<file path="config.mk">
export PLATFORM = sky130hd
export DESIGN_NAME = reglk_ctrl
export DESIGN_NICKNAME = d
export VERILOG_FILES = /design/src/rtl/reglk_pkg.sv /design/src/rtl/reglk_rr_arb.sv /design/src/rtl/reglk_ctrl.sv
export SDC_FILE = /design/constraint.sdc
export NUM_CORES = 1
export LEC_CHECK = 0
export CORE_MARGIN = 10
export CORE_UTILIZATION = 25
export CTS_CLUSTER_SIZE = 40
export DETAILED_ROUTE_END_ITERATION = 10
export SLEW_MARGIN = 25
export SYNTH_ARGS = -nofsm -noshare
export SYNTH_HDL_FRONTEND = slang
export SYNTH_SLANG_ARGS = --single-unit
</file>
<file path="constraint.sdc">
create_clock -name clk_i -period 1.7 [get_ports clk_i]
set_clock_uncertainty 0.1 [all_clocks]
set_input_delay 0.34 -clock clk_i [delete_from_list [all_inputs] [get_ports clk_i]]
set_output_delay 0.34 -clock clk_i [all_outputs]
set_load 0.1 [all_outputs]
</file>
<file path="src/rtl/reglk_pkg.sv">
// Shared types and constants for the register-lock controller.
// The lock memory holds NUM_WORDS words of sticky lock bits. Bits can only be
// set by normal writes, and cleared by an explicit, JTAG-gated clear.
package reglk_pkg;

  localparam int NUM_WORDS = 6;
  localparam int DATA_W    = 32;
  localparam int ADDR_W    = 3;

  typedef logic [DATA_W-1:0] reglk_word_t;

  // Sequencer states: accept in IDLE, write in EXEC, acknowledge in RESP.
  typedef enum logic [1:0] {
    IDLE = 2'd0,
    EXEC = 2'd1,
    RESP = 2'd2
  } reglk_state_e;

  // Operation carried by a request (the requester's clr bit).
  typedef enum logic {
    OP_SET = 1'b0,
    OP_CLR = 1'b1
  } reglk_op_e;

endpackage

</file>
<file path="src/rtl/reglk_rr_arb.sv">
// Combinational round-robin arbiter.
// The search for a winner starts at requester ptr_i and wraps around. Exactly
// one grant bit is set whenever any request is present; gnt_idx_o is the
// binary index of that grant.
module reglk_rr_arb
  import reglk_pkg::*;
#(
  parameter int N     = 2,
  parameter int IDX_W = $clog2(N)
) (
  input  logic [N-1:0]     req_i,
  input  logic [IDX_W-1:0] ptr_i,
  output logic [N-1:0]     gnt_o,
  output logic [IDX_W-1:0] gnt_idx_o,
  output logic             gnt_valid_o
);

  logic [IDX_W-1:0] cand;
  logic             found;

  // Walk the requesters in rotating order from the pointer; first hit wins.
  always_comb begin
    gnt_o       = '0;
    gnt_idx_o   = '0;
    gnt_valid_o = 1'b0;
    cand        = '0;
    found       = 1'b0;
    for (int i = 0; i < N; i++) begin
      cand = IDX_W'((int'(ptr_i) + i) % N);
      if (!found && req_i[cand]) begin
        found       = 1'b1;
        gnt_o[cand] = 1'b1;
        gnt_idx_o   = cand;
        gnt_valid_o = 1'b1;
      end
    end
  end

endmodule

</file>
<file path="src/rtl/reglk_ctrl.sv">
// Register-lock controller: arbitrates NUM_REQ requesters onto the single
// write path of the lock memory and sequences each operation through
// IDLE -> EXEC -> RESP. Lock bits are sticky; a clear only takes effect when
// jtag_unlock_i is high in the EXEC cycle. Only the global reset drops locks.
//
// Handshake: a request transfers in the cycle where req_valid_i[k] and
// req_ready_o[k] are both high. Ready is offered combinationally, only in
// IDLE, only to the single arbitration winner, and never during reset. A
// requester keeps valid, clr, addr and data stable until it sees ready, and
// must not derive valid from ready. Completion is a one-cycle ack_valid_o
// pulse carrying the requester id and the error flag, two cycles after the
// transfer.
module reglk_ctrl
  import reglk_pkg::*;
#(
  parameter int NUM_WORDS = reglk_pkg::NUM_WORDS,
  parameter int DATA_W    = reglk_pkg::DATA_W,
  parameter int NUM_REQ   = 2,
  parameter int ADDR_W    = reglk_pkg::ADDR_W
) (
  input  logic                                clk_i,
  input  logic                                rst_i,
  input  logic [NUM_REQ-1:0]                  req_valid_i,
  output logic [NUM_REQ-1:0]                  req_ready_o,
  input  logic [NUM_REQ-1:0]                  req_clr_i,
  input  logic [NUM_REQ-1:0][ADDR_W-1:0]      req_addr_i,
  input  logic [NUM_REQ-1:0][DATA_W-1:0]      req_data_i,
  input  logic                                jtag_unlock_i,
  output logic                                ack_valid_o,
  output logic [$clog2(NUM_REQ)-1:0]          ack_id_o,
  output logic                                ack_err_o,
  output logic                                busy_o,
  output logic [NUM_WORDS-1:0][DATA_W-1:0]    reglk_mem_o,
  output reglk_state_e                        dbg_state_o
);

  localparam int ID_W = $clog2(NUM_REQ);

  // Sequencer and lock storage
  reglk_state_e                     state_q;
  logic [NUM_WORDS-1:0][DATA_W-1:0] mem_q;
  logic [ID_W-1:0]                  rr_q;

  // Operation latched at accept
  reglk_op_e                        op_q;
  logic [ADDR_W-1:0]                addr_q;
  logic [DATA_W-1:0]                data_q;
  logic [ID_W-1:0]                  id_q;

  // Registered response outputs
  logic                             ack_valid_q;
  logic [ID_W-1:0]                  ack_id_q;
  logic                             ack_err_q;
  logic                             busy_q;

  // Arbiter results
  logic [NUM_REQ-1:0]               gnt;
  logic [ID_W-1:0]                  gnt_idx;
  logic                             gnt_valid;
  logic [ID_W-1:0]                  rr_next;

  // EXEC decision
  logic                             addr_bad;
  logic                             clr_denied;
  logic                             exec_err;

  reglk_rr_arb #(
    .N     (NUM_REQ),
    .IDX_W (ID_W)
  ) u_arb (
    .req_i       (req_valid_i),
    .ptr_i       (rr_q),
    .gnt_o       (gnt),
    .gnt_idx_o   (gnt_idx),
    .gnt_valid_o (gnt_valid)
  );

  // Pointer moves to the requester after the winner, wrapping at NUM_REQ.
  always_comb begin
    rr_next = '0;
    if (gnt_idx != ID_W'(NUM_REQ - 1)) begin
      rr_next = gnt_idx + ID_W'(1);
    end
  end

  // Ready only goes to the winner while idle and out of reset.
  always_comb begin
    req_ready_o = '0;
    if ((state_q == IDLE) && !rst_i) begin
      req_ready_o = gnt;
    end
  end

  // Error checks for the latched operation; bad address takes priority, and
  // the unlock input only matters in the EXEC cycle itself.
  always_comb begin
    addr_bad   = ({1'b0, addr_q} >= (ADDR_W + 1)'(NUM_WORDS));
    clr_denied = (op_q == OP_CLR) && !jtag_unlock_i;
    exec_err   = addr_bad || clr_denied;
  end

  // Sequencer FSM with the lock memory and registered response outputs.
  always_ff @(posedge clk_i) begin
    if (rst_i) begin
      state_q     <= IDLE;
      mem_q       <= '0;
      rr_q        <= '0;
      op_q        <= OP_SET;
      addr_q      <= '0;
      data_q      <= '0;
      id_q        <= '0;
      ack_valid_q <= 1'b0;
      ack_id_q    <= '0;
      ack_err_q   <= 1'b0;
      busy_q      <= 1'b0;
    end else begin
      case (state_q)
        IDLE: begin
          ack_valid_q <= 1'b0;
          if (gnt_valid) begin
            op_q    <= reglk_op_e'(req_clr_i[gnt_idx]);
            addr_q  <= req_addr_i[gnt_idx];
            data_q  <= req_data_i[gnt_idx];
            id_q    <= gnt_idx;
            rr_q    <= rr_next;
            busy_q  <= 1'b1;
            state_q <= EXEC;
          end
        end
        EXEC: begin
          for (int w = 0; w < NUM_WORDS; w++) begin
            if (!exec_err && (addr_q == ADDR_W'(w))) begin
              if (op_q == OP_CLR) begin
                mem_q[w] <= mem_q[w] & ~data_q;
              end else begin
                mem_q[w] <= mem_q[w] | data_q;
              end
            end
          end
          ack_valid_q <= 1'b1;
          ack_id_q    <= id_q;
          ack_err_q   <= exec_err;
          state_q     <= RESP;
        end
        RESP: begin
          ack_valid_q <= 1'b0;
          ack_id_q    <= '0;
          ack_err_q   <= 1'b0;
          busy_q      <= 1'b0;
          state_q     <= IDLE;
        end
        default: begin
          ack_valid_q <= 1'b0;
          busy_q      <= 1'b0;
          state_q     <= IDLE;
        end
      endcase
    end
  end

  assign ack_valid_o = ack_valid_q;
  assign ack_id_o    = ack_id_q;
  assign ack_err_o   = ack_err_q;
  assign busy_o      = busy_q;
  assign reglk_mem_o = mem_q;
  assign dbg_state_o = state_q;

endmodule

</file>
# --- After elaboration in Yosys (flattened, before gate mapping) ---
# Cells that the tools add are included.
op_classes:
  add_sub_neg: 2
  order_cmp: 6
  n_eq_ne: 8
  muxes: 35
  bitwise: 15
  n_reduce_logical: 27
ops:
  columns: ["op", "count"]
  rows:
  - ["2-to-1 mux 32 bit", 8]
  - ["bitwise AND 32 bit", 6]
  - ["OR 32 bit", 6]
  - ["NOT 32 bit", 1]
  - ["AND reduction 2 bit", 8]
  - ["2-to-1 mux 1 bit", 15]
  - ["logical AND 1 bit", 11]
  - ["2-to-1 mux 2 bit", 4]
  - ["== test 3 x 2 -> 1 bit (second input constant)", 2]
  - ["== test 3 bit (second input constant)", 2]
  - ["less-than comparator 1 x 2 -> 1 bit (second input constant)", 3]
  - ["2-to-1 mux 3 bit", 2]
  - ["one-hot mux 1 bit (2 select lines)", 3]
  - ["zero test 1 bit", 4]
  - ["one-hot mux 2 bit (2 select lines)", 1]
  - ["== test 3 x 1 -> 1 bit (second input constant)", 1]
  - [">= comparator 3 bit (second input constant)", 1]
  - ["zero test 3 bit", 1]
  - ["adder 1 bit (second input constant)", 2]
  - ["demux 1 bit (select 1 bit)", 2]
  - ["== test 2 x 1 -> 1 bit (second input constant)", 1]
  - ["== test 2 bit (second input constant)", 1]
  - [">= comparator 1 bit (second input constant)", 2]
  - ["zero test 2 bit", 1]
  - ["5 further kinds", 5]
word_totals:
  register_bits: 236
  inputBits: 77
  out_inout_bits: 200
  elab_cells: 109

# --- Depth between registers and ports, before layout ---
# Gate-level depths: netlist of run 1.
logic_depth:
  word_depth: 8
  mapped_depth: 8
  mapped_depth_nobuf: 5

# --- Modules after synthesis ---
# A second synthesis of run 1 with hierarchy kept.
hier_totals:
  cells_unflattened: 1172
  hier_area_um2: 11068.1
by_module_without_submodules:
  columns: ["mod", "instances", "cells_each", "area_each_um2", "seq_area_each_um2"]
  rows:
  - ["reglk_ctrl", 1, 1167, 11035.6, 4724.5]
  - ["reglk_rr_arb", 1, 5, 32.5, 0.0]

# --- Worst setup path after synthesis of run 1 ---
# No wires, ideal clock.
synth_timing:
  path_type: "register to register"
  from: "register state_q[0], in the netlist dbg_state_o[0]"
  to: "register addr_q[0]"
  t_arrival_ns: 2.716
  path_slack_ns: -1.239
  path_stages_with_launch: 7
  n_path_buf: 1
  synth_period_minus_slack_ns: 2.939
  cell_sequence: "dfxtp_1 > inv_1 > ha_1 > nand3b_1 > a21oi_1 > buf_1 > a221o_1"
synth_between:
  elab_chain_len: 2
synth_rtl:
  columns: ["element", "line", "source"]
  rows:
  - ["start, declared", "reglk_ctrl.sv:40", "reglk_state_e state_q;"]
  - ["start signal, assigned", "reglk_ctrl.sv:105", "state_q <= IDLE;"]
  - ["start signal, assigned", "reglk_ctrl.sv:127", "state_q <= EXEC;"]
  - ["start signal, assigned", "reglk_ctrl.sv:143", "state_q <= RESP;"]
  - ["zero test 2 bit", "reglk_ctrl.sv:117", "case (state_q)"]
  - ["AND reduction 2 bit (no source line)", null, null]
  - ["end signal, assigned", "reglk_ctrl.sv:122", "addr_q <= req_addr_i[gnt_idx];"]
  - ["end, declared", "reglk_ctrl.sv:46", "logic [ADDR_W-1:0] addr_q;"]
# Every way passes these cells.
# A chain may end at the register's enable or synchronous reset.

# --- Worst setup path after layout of run 1 ---
layout_timing:
  from: "register state_q[0], in the netlist dbg_state_o[0]"
  to: "output port req_ready_o[1]"
layout_between:
  elab_chain_len: 3
layout_rtl:
  columns: ["element", "line", "source"]
  rows:
  - ["zero test 2 bit", "reglk_ctrl.sv:89", "if ((state_q == IDLE) && !rst_i) begin"]
  - ["logical AND 1 bit", "reglk_ctrl.sv:89", null]
  - ["2-to-1 mux 2 bit", "reglk_ctrl.sv:89", null]
  - ["end, declared", "reglk_ctrl.sv:24", "output logic [NUM_REQ-1:0] req_ready_o,"]
# Every way passes these cells.

==> results of run 1 <==
metrics by stage:
step / instance area, µm² / util (%) / total power, mW / worst slack, ns / TNS [ns]
floorplan: 12100 / - / 8.38 / -0.146 / -19.45
global placement: 18100 / 39.0 / 10.2 / -0.266 / -37.05
detailed placement: 18100 / 39.0 / 10.3 / -0.298 / -44.25
CTS: 20600 / 44.5 / 17.9 / -0.434 / -27.09
global route: 21900 / 47.3 / 18.9 / -0.424 / -37.00
finish: 22000 / 47.4 / 18.3 / -0.366 / -29.40
critical path: cells and delay by family (launching register included):
kind                       cells  cell delay [ns]
DFF                            1             0.35
buffers and inverters          3             0.33
and+or+nand+nor                1             0.25
adders and majority gates      1             0.14
power by group:
group	internal [mW]	leakage (nW)	switching, mW
combinational	2.62	5.21	3.33
sequential	5.72	1.91	0.318
clock	3.79	0.471	2.57
total	12.1	7.60	6.21
cell families after synthesis:
logic type,synth area share (%)
buffers and inverters,6.80
adders and majority gates,0.428
DFF,40.4
AOI/OAI and AO/OA,14.5
muxes,8.39
and+or+nand+nor,29.4
metal layers:
layer / up-vias / wire (µm) / share of wire, % / global-route usage, %
li1: 5277 / - / - / -
met1: 5736 / 23700 / 41 / 23.3
met2: 424 / 27200 / 47 / 29.9
met3: 93 / 4760 / 8.2 / 5.17
met4: 2 / 2080 / 3.6 / 6.95
met5: - / 13 / 0.023 / 0
what timing repair did:
item                                    CTS  global route
hold endpoints to repair                  0             0
pin swaps                               138           152
gates cloned                             22             9
gates resized for setup                 129           202
endpoints found under the setup margin   70           161
setup buffers                            27            21
cell usage in the layout, fill, tap and decap left out, types with 37 or more instances in the layout:
master / synthesis / final
buf_12: 2 / 254
clkdlybuf4s50_1: 0 / 75
or4_4: 0 / 46
nand4_1: 47 / 47
buf_4: 9 / 72
clkbuf_16: 0 / 37
nand2b_1: 131 / 129
mux2i_1: 98 / 98
a21oi_2: 0 / 62
dfxtp_1: 236 / 228
how the worst max path moves through the flow:
stage / start / endpoint / slack (ns) / cells past startpoint
finish: dbg_state_o[0] / req_ready_o[1] / -0.37 / 5
global route: dbg_state_o[0] / req_ready_o[1] / -0.42 / 5
CTS: dbg_state_o[0] / req_ready_o[0] / -0.43 / 5
detailed placement: jtag_unlock_i / register / -0.30 / 6
global placement: req_valid_i[0] / req_ready_o[1] / -0.27 / 5
floorplan: dbg_state_o[0] / register / -0.15 / 7
area by class of cell:
cell class | instances | area [µm²]
Inverter | 3 | 16.3
Antenna cell | 6 | 15.0
Timing Repair Buffer | 458 | 7500
Sequential cell | 236 | 4750
Multi-Input combinational cell | 827 | 7970
Clock buffer | 36 | 813
Clock inverter | 11 | 133
Tap cell | 607 | 759
Fill cell | 4027 | 24400
==> impl_metrics.py, run 1 <==
metrics = {
    "timing": {
        "drv_slew": 0,
        "max_slew_margin_pct": 61.3,
        "fin_crit_sh_pct": 122,
        "timing.hold.ws_ns": 0.0991,
        "tightest_slew_ns": 0.581,
        "fin_ws_ns": -0.366,
        "max_freq_mhz": 484,
        "post-route-min-period_ns": 2.07,
        "rsz0062_at_grt": "yes",
        "final-setup-viol-count": 131,
        "hold_violations": 0,
    },
    "floorplanning": {
        "core-area_um2": 46400,
        "design.die.area_um2": 55800,
        "io_pins": 277,
        "start_util_pct": 25.2,
        "die_w_um": 236,
        "num_rows": 79,
        "die_y_um": 236,
    },
    "detailed_routing": {
        "postRouteAntennaNets": 0,
        "drc": 0,
        "wl_per_cell_um": 26.4,
        "wirelength_um": 57700,
        "avgViaCountPerCell": 5.28,
        "drtIter0Drc": 936,
        "firstDrtPassIters": 5,
        "routed-via-count": 11532,
    },
    "global_route": {
        "antenna_found_initial": 9,
        "grt_max_degree": 113,
        "globalRouteOverflowTotal": 0,
        "grt_pass1_wl_um": 79800,
        "grtUsageTotal_pct": 18.6,
        "grt_pass1_vias": 11569,
    },
    "cells_and_area": {
        "area_growth_pct": 87.9,
        "drive_above_1_share_pct": 43.8,
        "fin_nets": 1635,
        "final_cells": 2184,
    },
    "job": {
        "drv_cap": 0,
    },
    "synth": {
        "synth_top_area_share_pct": 40.4,
        "synth_cell_type_count": 39,
        "async_flop_share_pct": 0,
        "yosysMostFrequentCell": "dfxtp_1",
        "synth_seq_area_share_pct": 40.4,
        "synth_common_cells": "dfxtp_1 (236), nand2b_1 (131), a21oi_1 (99)",
        "ys_ff_latch": 236,
        "synth_cells": 1223,
        "ys_top_cells_by_area": "dfxtp_1 (40%), mux2i_1 (8.4%), nand2b_1 (7.0%), o41ai_1 (4.8%), a21oi_1 (4.2%)",
        "synth_largest_area_cell": "dfxtp_1",
        "syn_nets": 1304,
        "synth_edf_count": 0,
        "syn_avg_cell_area_um2": 9.55,
        "synth_flop_cell": "dfxtp_1",
        "syn_area_um2": 11700,
        "yosys_warnings": 0,
    },
    "clocking": {
        "clk_latency_ns": 0.56,
        "ctsHoldBuffers": 0,
        "cts.root.buffer_cell": "clkbuf_16",
        "cts_sinks": 236,
        "cts_buffer_depth": 3,
        "cts_buffers": 28,
        "cts_tree": "done",
        "htree_levels": 1,
        "path_clk_slew_ns": 0.06,
    },
    "status": {
        "violations": "setup timing",
        "status": "complete, but fails checks",
    },
    "worst_setup_path": {
        "crit_required_ns": 1.26,
        "slowest_delay_ns": 0.35,
        "startpoint_type": "register",
        "r2r_slack_ns": -0.36,
        "r2r_start": "dbg_state_o[1]",
        "crit_fanout": 3,
        "path_class": "register to primary output",
        "reg2reg_depth": 10,
        "worstPathArrival_ns": 1.63,
        "end_kind": "primary output",
        "crit_slowest_cell": "dfxtp_4",
        "cp_cell_sequence": "inv_4 > ha_4 > and4b_2 > buf_6 > buf_12",
    },
    "placed_design": {
        "dp_hpwl_um": 35600,
        "globalplace.congestion": 0.810,
        "dp_cells": 2061,
        "port_buffers": 276,
    },
    "hold_path": {
        "hold_class": "input port to register",
        "worstHoldStart": "rst_i",
        "hold_depth": 3,
    },
    "pwr": {
        "peakVddDrop_mv": 0.569,
        "cellPowerDensity_nw_per_um2": 836,
        "power.leakage_nw": 7.60,
    },
}
No activity file was read; power rests on OpenSTA's default activity.
==> run 2, diff against run 1 <==
--- a/config.mk
+++ b/config.mk
@@ -5,10 +5,11 @@
 export SDC_FILE = /design/constraint.sdc
 export NUM_CORES = 1
 export LEC_CHECK = 0
-export CORE_MARGIN = 10
+export CORE_MARGIN = 3
 export CORE_UTILIZATION = 25
 export CTS_CLUSTER_SIZE = 40
 export DETAILED_ROUTE_END_ITERATION = 10
+export GPL_TIMING_DRIVEN = 1
 export SLEW_MARGIN = 25
 export SYNTH_ARGS = -nofsm -noshare
 export SYNTH_HDL_FRONTEND = slang
==> run 2 against run 1 <==
The run still ends with setup timing left; register-to-register slack is essentially flat; total power is 3.0% lower; clock power increased by 3%; via count decreased by 0.23%; critical path type is now register to register; final cell count down 1.5%; critical path depth rose by 3.
==> impl_metrics.py, run 2 (synthesis results as in run 1) <==
metrics = {
    "status": {
        "status": "complete, but fails checks",
        "violations": "setup timing",
    },
    "clocking": {
        "cts_buffers": 28,
        "cts_buffer_depth": 3,
        "cts.root.buffer_cell": "clkbuf_16",
        "htree_levels": 1,
        "cts_sinks": 236,
        "clk_latency_ns": 0.56,
        "cts_tree": "done",
        "path_clk_slew_ns": 0.06,
    },
    "pwr": {
        "p_sw_share_pct": 32.8,
        "peakVddDrop_mv": 0.591,
        "totalPowerFinal_mw": 17.8,
        "p_sw_mw": 5.84,
        "p_int_mw": 11.9,
        "cellPowerDensity_nw_per_um2": 854,
        "power_frac_seq_pct": 34.2,
        "power.leakage_nw": 7.30,
        "pwr-share-clk_pct": 36.7,
        "combPwrFrac_pct": 29.1,
    },
    "worst_setup_path": {
        "cp_cell_sequence": "inv_4 > buf_4 > ha_4 > nand2b_4 > buf_6 > bufbuf_16 > or4_4 > a21oi_2",
        "crit_required_ns": 2.08,
        "startpoint_type": "register",
        "path_buf_inv": 4,
        "slowest_delay_ns": 0.48,
        "path_delay_family": "buffers and inverters",
        "end_kind": "register",
        "crit_slowest_cell": "or4_4",
        "crit_fanout": 10,
        "path_class": "register to register",
        "worstPathArrival_ns": 2.44,
    },
    "timing": {
        "post-route-min-period_ns": 2.06,
        "max_freq_mhz": 485,
        "hold_violations": 0,
        "setup_tns_ns": -26.25,
        "fin_crit_sh_pct": 121,
        "final-setup-viol-count": 131,
        "tightest_slew_ns": 0.675,
        "timing.hold.ws_ns": 0.284,
        "drv_slew": 0,
        "rsz0062_at_grt": "yes",
        "max_slew_margin_pct": 55.0,
        "fin_ws_ns": -0.363,
    },
    "global_route": {
        "globalRouteOverflowTotal": 0,
        "grt_pass1_wl_um": 76000,
        "grt_pass1_vias": 11336,
        "grt_max_degree": 67,
        "grtUsageTotal_pct": 20.0,
        "antenna_found_initial": 6,
    },
    "cells_and_area": {
        "final_common_cell": "buf_12",
        "area_growth_pct": 78.3,
        "most-common-layout-cells": "buf_12 (240), dfxtp_1 (229), nand2b_1 (129)",
        "postLayoutCellArea_um2": 20800,
        "fin_nets": 1609,
        "drive_above_1_share_pct": 39.1,
        "final_util_pct": 45.5,
    },
    "detailed_routing": {
        "postRouteAntennaNets": 0,
        "routed-via-count": 11506,
        "drtIter0Drc": 1050,
        "firstDrtPassIters": 5,
        "wirelength_um": 54100,
        "drc": 0,
        "wl_per_cell_um": 25.2,
        "avgViaCountPerCell": 5.35,
    },
    "floorplanning": {
        "io_pins": 277,
        "num_rows": 78,
        "start_util_pct": 25.5,
        "core-area_um2": 45800,
        "design.die.area_um2": 49400,
        "die_y_um": 222,
        "die_w_um": 222,
    },
    "placed_design": {
        "post_dp_cell_area_um2": 18100,
        "dp_hpwl_um": 34000,
        "port_buffers": 276,
        "globalplace.congestion": 0.824,
    },
    "hold_path": {
        "hold_class": "input port to register",
    },
    "job": {
        "drv_cap": 0,
    },
}
## run 2: final timing paths
kind / from / endpoint / cells past startpoint / slack, ns
worst max register to register: dbg_state_o[1] / register / 8 / -0.36
worst min register to register: rr_q / rr_q / 1 / 0.40
worst min-delay path: req_data_i[15] / data_q[15] / 2 / 0.28
worst max-delay path: dbg_state_o[1] / register / 8 / -0.36
## run 2: cell type report
type                            instances  area (µm²)
Clock buffer                           40         837
Inverter                                3        16.3
Timing Repair Buffer                  432        6970
Clock inverter                         12         166
Multi-Input combinational cell        827        7340
Sequential cell                       236        4750
Tap cell                              600         751
Fill cell                            4067       24900
Antenna cell                            1        2.50
## run 2: repair_timing
item / in CTS / in global routing
resized for setup: 71 / 132
hold buffers: 1 / 0
setup endpoints to repair: 61 / 197
hold endpoints to repair: 5 / 0
gates cloned: 10 / 12
buffers inserted: 15 / 8
pin swaps: 35 / 48
## run 2: metal layers
layer  wire (µm)  global-route usage, %  vias up  share of wire (%)
li1            -                      -     5214                  -
met2       24700                   30.6      489                 46
met4        2330                   8.52        4                4.3
met5          23                      0        -              0.043
met1       23100                   26.9     5698                 43
met3        3970                   4.70      101                7.3
## run 2: through the flow
step	setup WS, ns	cells
2_1_floorplan	-0.146	1223
3_3_place_gp	-0.328	2055
3_5_place_dp	-0.366	2055
4_1_cts	-0.372	2133
5_1_grt	-0.414	2150
6_report	-0.363	2151
## run 2: power groups by stage
stage	clock network, mW	logic (mW)	registers [mW]
2_1_floorplan	0	1.87	6.51
3_3_place_gp	0	3.96	6.23
3_5_place_dp	0	4.02	6.22
4_1_cts	6.65	4.62	6.10
5_1_grt	6.86	5.38	6.12
6_report	6.53	5.17	6.09
